`config.mk`:
```
export PLATFORM = sky130hd
export DESIGN_NAME = jt10_adpcm_rom_arb_flat
export DESIGN_NICKNAME = d
export VERILOG_FILES = /design/src/rtl/jt10_adpcm_rom_arb_if.sv /design/src/rtl/jt10_adpcm_rom_arb.sv /design/src/flat_wrapper.sv
export SDC_FILE = /design/constraint.sdc
export NUM_CORES = 1
export LEC_CHECK = 0
export ABC_AREA = 0
export ABC_CLOCK_PERIOD_IN_PS = 3400
export BUFFER_PORTS_ARGS = -buffer_cell sky130_fd_sc_hd__buf_4
export CORE_MARGIN = 5
export CORE_UTILIZATION = 37
export DETAILED_ROUTE_END_ITERATION = 12
export PLACE_DENSITY_LB_ADDON = 0.1
export SYNTH_ARGS = -nofsm -noshare
export SYNTH_HDL_FRONTEND = slang
export SYNTH_SLANG_ARGS = --single-unit
```
`constraint.sdc`:
```
create_clock -name clk -period 3.4 [get_ports clk]
set_input_delay 0.34 -clock clk [delete_from_list [all_inputs] [get_ports clk]]
set_output_delay 0.34 -clock clk [all_outputs]
set_load 0.005 [all_outputs]
```
`src/rtl/jt10_adpcm_rom_arb_if.sv`:
```
// ----------------------------------------------------------------------------
// jt10_adpcm_rom_arb_if
// Byte-wide memory read port shared by the ADPCM-A and ADPCM-B ROM channels.
//
// Signals:
//   mem_addr  : read address, driven by the arbiter
//   mem_req   : read request level, driven by the arbiter
//   mem_ack   : one-cycle completion pulse, driven by the memory controller
//   mem_dout  : read data, valid in the cycle mem_ack is high
//
// Handshake: the arbiter raises mem_req with mem_addr and holds both stable
// until the memory answers with a single-cycle mem_ack, which may arrive as
// early as the first cycle of mem_req. That ack consumes the request and
// mem_dout is sampled in the same cycle. mem_req is low for at least one
// cycle between requests. An ack seen while mem_req is low has no meaning.
//
// Modports:
//   master : arbiter side
//   slave  : memory controller side
// ----------------------------------------------------------------------------
interface jt10_adpcm_rom_arb_if #(
    parameter int AW = 25
);
    logic [AW-1:0] mem_addr;
    logic          mem_req;
    logic          mem_ack;
    logic [7:0]    mem_dout;

    modport master (
        output mem_addr,
        output mem_req,
        input  mem_ack,
        input  mem_dout
    );

    modport slave (
        input  mem_addr,
        input  mem_req,
        output mem_ack,
        output mem_dout
    );
endinterface

```
`src/rtl/jt10_adpcm_rom_arb.sv`:
```
// ----------------------------------------------------------------------------
// jt10_adpcm_rom_arb
// Shares one byte-wide ROM/SDRAM read port between the YM2610 ADPCM-A and
// ADPCM-B ROM interfaces. Each channel has fetch detection, a one-entry tag
// cache and a data byte that holds until its next fetch completes. Misses are
// arbitrated round-robin onto the memory port.
//
// Ports:
//   clk, rst_n        : clock, asynchronous active-low reset
//   a_addr, a_roe_n   : ADPCM-A address {bank, addr} and active-low ROM enable
//   a_data, a_busy    : ADPCM-A data byte, fetch pending or in flight
//   b_addr, b_roe_n   : ADPCM-B address and active-low ROM enable
//   b_data, b_busy    : ADPCM-B data byte, fetch pending or in flight
//   mem               : memory read port (master side)
//   dbg_state         : arbiter state (0 idle, 1 request, 2 wait)
// ----------------------------------------------------------------------------
module jt10_adpcm_rom_arb #(
    parameter int            AW     = 25,
    parameter logic [AW-1:0] B_BASE = AW'(25'h100_0000)
) (
    input  logic                 clk,
    input  logic                 rst_n,
    input  logic [23:0]          a_addr,
    input  logic                 a_roe_n,
    output logic [7:0]           a_data,
    output logic                 a_busy,
    input  logic [23:0]          b_addr,
    input  logic                 b_roe_n,
    output logic [7:0]           b_data,
    output logic                 b_busy,
    jt10_adpcm_rom_arb_if.master mem,
    output logic [1:0]           dbg_state
);

    typedef enum logic [1:0] {
        IDLE = 2'd0,
        REQ  = 2'd1,
        WAIT = 2'd2
    } state_t;

    localparam logic CH_A = 1'b0;
    localparam logic CH_B = 1'b1;

    state_t        state, state_nxt;
    logic          sel, sel_nxt;     // channel owning the memory port
    logic          rr, rr_nxt;       // channel that won the last tie
    logic          go;               // a miss is launched this cycle

    logic          roe_d_a, roe_d_b;
    logic [23:0]   req_a, req_b;     // last captured address per channel
    logic [23:0]   tag_a, tag_b;     // address of the byte held in X_data
    logic [23:0]   fl_addr;          // channel address of the fetch in flight
    logic          pend_a, pend_b;
    logic          valid_a, valid_b;
    logic [AW-1:0] mem_addr_q;

    logic          cap_a, cap_b;
    logic          fly_a, fly_b;
    logic          hit_a, hit_b;
    logic          miss_a, miss_b;
    logic          ack;

    // A fetch starts on a falling enable or on an address change while the
    // enable stays low.
    assign cap_a = ~a_roe_n & (roe_d_a | (a_addr != req_a));
    assign cap_b = ~b_roe_n & (roe_d_b | (b_addr != req_b));

    assign fly_a = (state != IDLE) & (sel == CH_A);
    assign fly_b = (state != IDLE) & (sel == CH_B);

    // The tag may not be trusted while the same channel is in flight: the
    // returning byte is about to overwrite it.
    assign hit_a = pend_a & ~fly_a & valid_a & (req_a == tag_a);
    assign hit_b = pend_b & ~fly_b & valid_b & (req_b == tag_b);

    assign miss_a = pend_a & ~hit_a;
    assign miss_b = pend_b & ~hit_b;

    // Acks outside a transaction are stray and dropped.
    assign ack = mem.mem_ack & (state != IDLE);

    assign a_busy       = pend_a | fly_a;
    assign b_busy       = pend_b | fly_b;
    assign mem.mem_req  = (state != IDLE);
    assign mem.mem_addr = mem_addr_q;
    assign dbg_state    = state;

    // ------------------------------------------------------------------
    // Arbiter next-state
    // ------------------------------------------------------------------
    always_comb begin
        state_nxt = state;
        sel_nxt   = sel;
        rr_nxt    = rr;
        go        = 1'b0;
        case (state)
            IDLE: begin
                if (miss_a && miss_b) begin
                    go      = 1'b1;
                    sel_nxt = ~rr;
                    rr_nxt  = ~rr;
                end else if (miss_a) begin
                    go      = 1'b1;
                    sel_nxt = CH_A;
                end else if (miss_b) begin
                    go      = 1'b1;
                    sel_nxt = CH_B;
                end
                if (go) begin
                    state_nxt = REQ;
                end
            end
            REQ:     state_nxt = ack ? IDLE : WAIT;
            WAIT:    state_nxt = ack ? IDLE : WAIT;
            default: state_nxt = IDLE;
        endcase
    end

    always_ff @(posedge clk or negedge rst_n) begin
        if (!rst_n) begin
            state <= IDLE;
            sel   <= CH_A;
            rr    <= CH_A;
        end else begin
            state <= state_nxt;
            sel   <= sel_nxt;
            rr    <= rr_nxt;
        end
    end

    // ------------------------------------------------------------------
    // Channel capture, cache and data registers
    // ------------------------------------------------------------------
    always_ff @(posedge clk or negedge rst_n) begin
        if (!rst_n) begin
            roe_d_a    <= 1'b1;
            roe_d_b    <= 1'b1;
            req_a      <= '0;
            req_b      <= '0;
            tag_a      <= '0;
            tag_b      <= '0;
            fl_addr    <= '0;
            pend_a     <= 1'b0;
            pend_b     <= 1'b0;
            valid_a    <= 1'b0;
            valid_b    <= 1'b0;
            a_data     <= '0;
            b_data     <= '0;
            mem_addr_q <= '0;
        end else begin
            roe_d_a <= a_roe_n;
            roe_d_b <= b_roe_n;

            if (cap_a) begin
                req_a <= a_addr;
            end
            if (cap_b) begin
                req_b <= b_addr;
            end

            // pend is handed over to the in-flight state at launch; a capture
            // always wins so a newer address is never lost.
            if (cap_a) begin
                pend_a <= 1'b1;
            end else if (hit_a || (go && sel_nxt == CH_A)) begin
                pend_a <= 1'b0;
            end
            if (cap_b) begin
                pend_b <= 1'b1;
            end else if (hit_b || (go && sel_nxt == CH_B)) begin
                pend_b <= 1'b0;
            end

            if (go) begin
                fl_addr    <= (sel_nxt == CH_B) ? req_b : req_a;
                // B sits at B_BASE and wraps within the AW-bit space.
                mem_addr_q <= (sel_nxt == CH_B) ? (B_BASE + AW'(req_b)) : AW'(req_a);
            end

            if (ack) begin
                if (sel == CH_A) begin
                    a_data  <= mem.mem_dout;
                    tag_a   <= fl_addr;
                    valid_a <= 1'b1;
                end else begin
                    b_data  <= mem.mem_dout;
                    tag_b   <= fl_addr;
                    valid_b <= 1'b1;
                end
            end
        end
    end

endmodule

```
`src/flat_wrapper.sv`:
```
// flat-port wrapper written by rule: the top's interface ports become plain ports
module jt10_adpcm_rom_arb_flat 
#(
    parameter int            AW     = 25,
    parameter logic [AW-1:0] B_BASE = AW'(25'h100_0000)
)
  (clk, rst_n, a_addr, a_roe_n, a_data, a_busy, b_addr, b_roe_n, b_data, b_busy, dbg_state, mem_mem_addr, mem_mem_req, mem_mem_ack, mem_mem_dout);
  jt10_adpcm_rom_arb_if #(.AW(AW)) mem_i ();
  input  logic clk;
  input  logic rst_n;
  input  logic [23:0] a_addr;
  input  logic a_roe_n;
  output logic [7:0] a_data;
  output logic a_busy;
  input  logic [23:0] b_addr;
  input  logic b_roe_n;
  output logic [7:0] b_data;
  output logic b_busy;
  output logic [1:0] dbg_state;
  output wire logic [$bits(mem_i.mem_addr)-1:0] mem_mem_addr;
  output wire logic [$bits(mem_i.mem_req)-1:0] mem_mem_req;
  input wire logic [$bits(mem_i.mem_ack)-1:0] mem_mem_ack;
  input wire logic [$bits(mem_i.mem_dout)-1:0] mem_mem_dout;
  assign mem_mem_addr = mem_i.mem_addr;
  assign mem_mem_req = mem_i.mem_req;
  assign mem_i.mem_ack = mem_mem_ack;
  assign mem_i.mem_dout = mem_mem_dout;
  jt10_adpcm_rom_arb #(.AW(AW), .B_BASE(B_BASE)) u_core (.clk(clk), .rst_n(rst_n), .a_addr(a_addr), .a_roe_n(a_roe_n), .a_data(a_data), .a_busy(a_busy), .b_addr(b_addr), .b_roe_n(b_roe_n), .b_data(b_data), .b_busy(b_busy), .mem(mem_i), .dbg_state(dbg_state));
endmodule
```
Yosys cells after proc, flatten, opt, wreduce, memory -nomap -nowiden
Cells that the tools add are included.

storage, ports and cells
  input port bits = 61
  register bits after elaboration = 171

operators by class
  multiplexer cells = 18
  reductions and logical operators = 13
  $add $sub $neg = 1
  eq/ne operators = 7
  bitwise gates (word level) = 26

operator list
  cell                    count
  $eq 24x24->1            2
  $ne 24x24->1            2
  $add 25x24->25 const A  1
  $mux 25                 1
  $mux 24                 1
  $and 1x1->1             13
  $mux 1                  13
  $not 1->1               9
  $reduce_and 2->1        3
  $reduce_bool 2->1       3
  $mux 2                  2
  $or 1x1->1              4
  $pmux 2 s2              1
  $logic_and 1x1->1       3
  $eq 2x1->1 const B      1
  $eq 2x2->1 const B      1
  $logic_not 2->1         1
  $logic_or 1x1->1        2
  $ne 2x1->1 const B      1
  $reduce_or 2->1         1

Logic depth before layout (Yosys ltp)
  word-level depth = 17
  depth in mapped cells = 11
  gate-level depth less buffers = 8

Worst setup path after synthesis
Ideal clock, no wire load.

  path kind = register -> register
  start = register u_core.state[0], in the netlist u_core.dbg_state[0]
  end = register u_core.mem_addr_q[10], in the netlist u_core.mem.mem_addr[10]
  buffers on the path = 3
  data required time = 3274 ps
  period minus slack after synthesis = 2410 ps
  slack = 990 ps
  cell stages (with the launch flop) = 11
  arrival time = 2284 ps
  cells stage by stage = dfrtp_1 > inv_1 > ha_1 > buf_2 > o2111ai_1 > or4_4 > o21a_1 > o211a_1 > buf_6 > buf_6 > a221o_1

between the ends
  cells in the longest elaborated chain, start to end = 13

RTL lines
  item                               line                                                 source
  start: declaration                 jt10_adpcm_rom_arb.sv:44                             state_t state, state_nxt;
  start signal: assignment           jt10_adpcm_rom_arb.sv:125                            state <= state_nxt;
  $reduce_bool 2->1                  jt10_adpcm_rom_arb.sv:68, jt10_adpcm_rom_arb.sv:69
  $and 1x1->1                        jt10_adpcm_rom_arb.sv:69                             assign fly_b = (state != IDLE) & (sel == CH_B);
  $not 1->1                          jt10_adpcm_rom_arb.sv:74                             assign hit_b = pend_b & ~fly_b & valid_b & (req_b == tag_b);
  $and 1x1->1 (3 in series)          jt10_adpcm_rom_arb.sv:74
  $not 1->1                          jt10_adpcm_rom_arb.sv:77                             assign miss_b = pend_b & ~hit_b;
  $and 1x1->1                        jt10_adpcm_rom_arb.sv:77
  $mux 1                             jt10_adpcm_rom_arb.sv:105                            end else if (miss_b) begin
  $mux 1                             jt10_adpcm_rom_arb.sv:102                            end else if (miss_a) begin
  $mux 1                             jt10_adpcm_rom_arb.sv:98                             if (miss_a && miss_b) begin
  $mux 1                             jt10_adpcm_rom_arb.sv:96                             case (state)
  $mux 25 or $mux 1 (tied branches)  jt10_adpcm_rom_arb.sv:177, jt10_adpcm_rom_arb.sv:96
  end signal: assignment             jt10_adpcm_rom_arb.sv:177                            mem_addr_q <= (sel_nxt == CH_B) ? (B_BASE + AW'(req_b)) : AW'(req_a);
  end: declaration                   jt10_adpcm_rom_arb.sv:55                             logic [AW-1:0] mem_addr_q;

Several ways; a longest one is shown, not always the timed one. The select of a mux whose other input is x is not followed.
A chain may end at the register's enable or synchronous reset.

Worst setup path in the final report
  start = register u_core.state[0], in the netlist u_core.dbg_state[0]
  end = register u_core.mem_addr_q[9], in the netlist u_core.mem.mem_addr[9]

The elaborated chain is that of the path after synthesis.

==> impl_metrics.toml <==
[outcome]
status = "finished, violations left"
violations = "hold timing"

[synthesis]
synthSimpleGateAreaFrac_pct = 6.72
synth-seq-cells = 147
syn_area_um2 = 6770
synth_compound_area_share_pct = 5.54
synthMuxAreaShare_pct = 18.6
ys.flop_type = "dfrtp_1"
syn_avg_cell_area_um2 = 13.7
yosys-top-cells-area = "dfrtp_1, mux2_2, xor2_1"
syn_inst = 496
yosys_warnings = 0
synthAdderAreaFrac_pct = 0.369
synth_top_area_cell = "dfrtp_1"
syn_nets = 559
synth_edf_count = 0
ys_types = 41
netlist_top_cells_count = "dfrtp_1, mux2_2, xor2_1"
synth_top_area_share_pct = 53.6
synth-xor-area-share_pct = 12.5
synth_top_family_by_area = "multiplexers"
ys_seq_area_share_pct = 54.3
yosysMostFrequentCell = "dfrtp_1"
synthArstFlopShare_pct = 100

[global_route]
grt-ovfl-total = 0
grt_max_degree = 89
grt_pass1_wl_mm = 29.1
grt_pass1_vias = 4852
antenna_found_initial = 0
grtUsageTotal_pct = 17.7

[pwr]
peakVddDrop_mv = 0.412
power.density_cell_area_nw_per_um2 = 868
p_leak_nw = 3.68

[sta]
setup_ws_ps = 417
tightest_slew_ps = 1120
clock_skew_ps = 11.4
tns_ps = 0
rsz0062_at_grt = "false"
hold_viol = 12
slew_headroom_pct = 25.5
post-route-period-util_pct = 87.7
drv_slew = 0
fin_crit_ps = 2980
timing.hold.ws_ps = -21.3
fmax_mhz = 335
setup_violations = 0

[clock_tree]
cts_max_level = 4
cts_hold_buf = 0
clockBufferDepth = 2
path_clk_slew_ps = 60
cts_tree = "done"
clock-sinks = 147
post_cts_buffers = 0
cts_made_buffers = 17
clock_latency_ps = 430
root_buffer = "clkbuf_16"
ctsResizeCount = 0

[job]
cap_viol_max_count = 0

[detailed_routing]
first_pass_iters = 5
drt-total-wl_mm = 18.2
ant_nets = 0
drt_iter0_drc = 158
viasPerCell = 5.20
drc = 0
wl_per_cell_um = 21.4
vias = 4425

[die]
io_pins = 107
coreArea_um2 = 18000
die_w_um = 145
rows = 49
fp.dieH_um = 145
die_area_um2 = 21100
start_util_pct = 37.6

[place]
dpl.cell_count = 819
place_area_um2 = 7820
hpwl_mm = 13.3
pre_cts_ws_ps = 488
place.gp.congestion = 0.767
io_buffers = 106

[finish]
drive_gt1_share_pct = 42.8
finalNonFillerCells = 851
area_growth_pct = 24.0
fillCellCount = 1681
antenna_cells = 0
stdcell_area_um2 = 8400
fin_nets = 672

[hold_path]
hp-class = "in2async"

[worst_setup_path]
cp_max_fo = 25
arrival_ps = 3340
critPathCaptureType = "flop"
crit_type = "reg2reg"
critPathRequiredTime_ps = 3760
startpoint_type = "flop"
-- final cells by class --
| class | instances | area [um2] | share of cell area (%) |
|---|---|---|---|
| clock buffers | 18 | 439 | 5.23 |
| clock inverters | 14 | 140 | 1.67 |
| inverters | 5 | 18.8 | 0.223 |
| multi-input cells | 323 | 2970 | 35.3 |
| flip-flops and latches | 147 | 3680 | 43.8 |
| well taps | 229 | 287 | 3.41 |
| repair buffers | 115 | 867 | 10.3 |
-- flip-flops by register name, indices dropped and copies added (netlist names) --
register,cells
u_core.sel,1
u_core.req_a,24
u_core.roe_d_b,1
u_core.tag_a,24
u_core.pend_a,1
u_core.rr,1
u_core.pend_b,1
u_core.b_data,8
u_core.a_data,8
u_core.req_b,24
u_core.tag_b,24
u_core.valid_b,1
u_core.roe_d_a,1
u_core.dbg_state,2
u_core.valid_a,1
u_core.mem.mem_addr,25
-- metrics by stage --
step / power (mW) / utilization (%)
after floorplan: 4.39 / -
after global placement: 5.41 / 43.4
after detailed placement: 5.49 / 43.4
after CTS: 7.37 / 46.6
after global routing: 7.73 / 46.6
final: 7.29 / 46.6
-- layout by cell type, fill, tap and decap left out, types with 8 or more instances in the layout --
| cell | count |
|---|---|
| a221o_1 | 24 |
| buf_4 | 114 |
| clkbuf_16 | 17 |
| dfrtp_1 | 145 |
| mux2_2 | 112 |
| nand4_1 | 8 |
| nor3b_1 | 24 |
| nor4_1 | 14 |
| xnor2_1 | 32 |
| xor2_1 | 65 |
-- critical path, cell delays in order, from the launching register on --
cell and delay, ps:
dfrtp_1 400, inv_1 90, ha_1 430, o2111ai_1 230, or4_4 560, o21ai_1 470, a21o_1 190, buf_4 310
a221o_1 210
-- path summary, 6_finish.rpt --
| check | startpoint | endpoint | slack [ps] | cells after the start |
|---|---|---|---|---|
| max | u_core.dbg_state[0] | u_core.mem.mem_addr[9] | 420 | 8 |
| min | rst_n | u_core.req_b[6] | -20 | 1 |
| max reg2reg | u_core.dbg_state[0] | u_core.mem.mem_addr[9] | 420 | 8 |
| min reg2reg | u_core.valid_a | u_core.valid_a | 480 | 1 |
| max in group asynchronous | rst_n | u_core.roe_d_b | 2480 | 2 |
| min in group clk | a_roe_n | u_core.roe_d_a | 80 | 1 |
-- logic make-up after synthesis --
kind of cell | Yosys count
flops | 147
mux | 112
compound gates | 42
simple gates | 70
fa+ha+maj | 2
xor+xnor | 97
buf+inv | 26
-- routing by layer --
layer | track usage, % | part of all wire, % | up-vias
li1 | - | - | 2032
met1 | 23.9 | 45 | 2282
met2 | 28.6 | 49 | 98
met3 | 4.68 | 4.6 | 13
met4 | 4.34 | 0.90 | 0
met5 | 0 | 0 | -
-- power breakdown --
group | switching, mW | internal (mW)
logic | 1.10 | 1.37
registers | 0.602 | 2.37
clock network | 0.804 | 1.04
No activity file was read; power rests on OpenSTA's default activity.
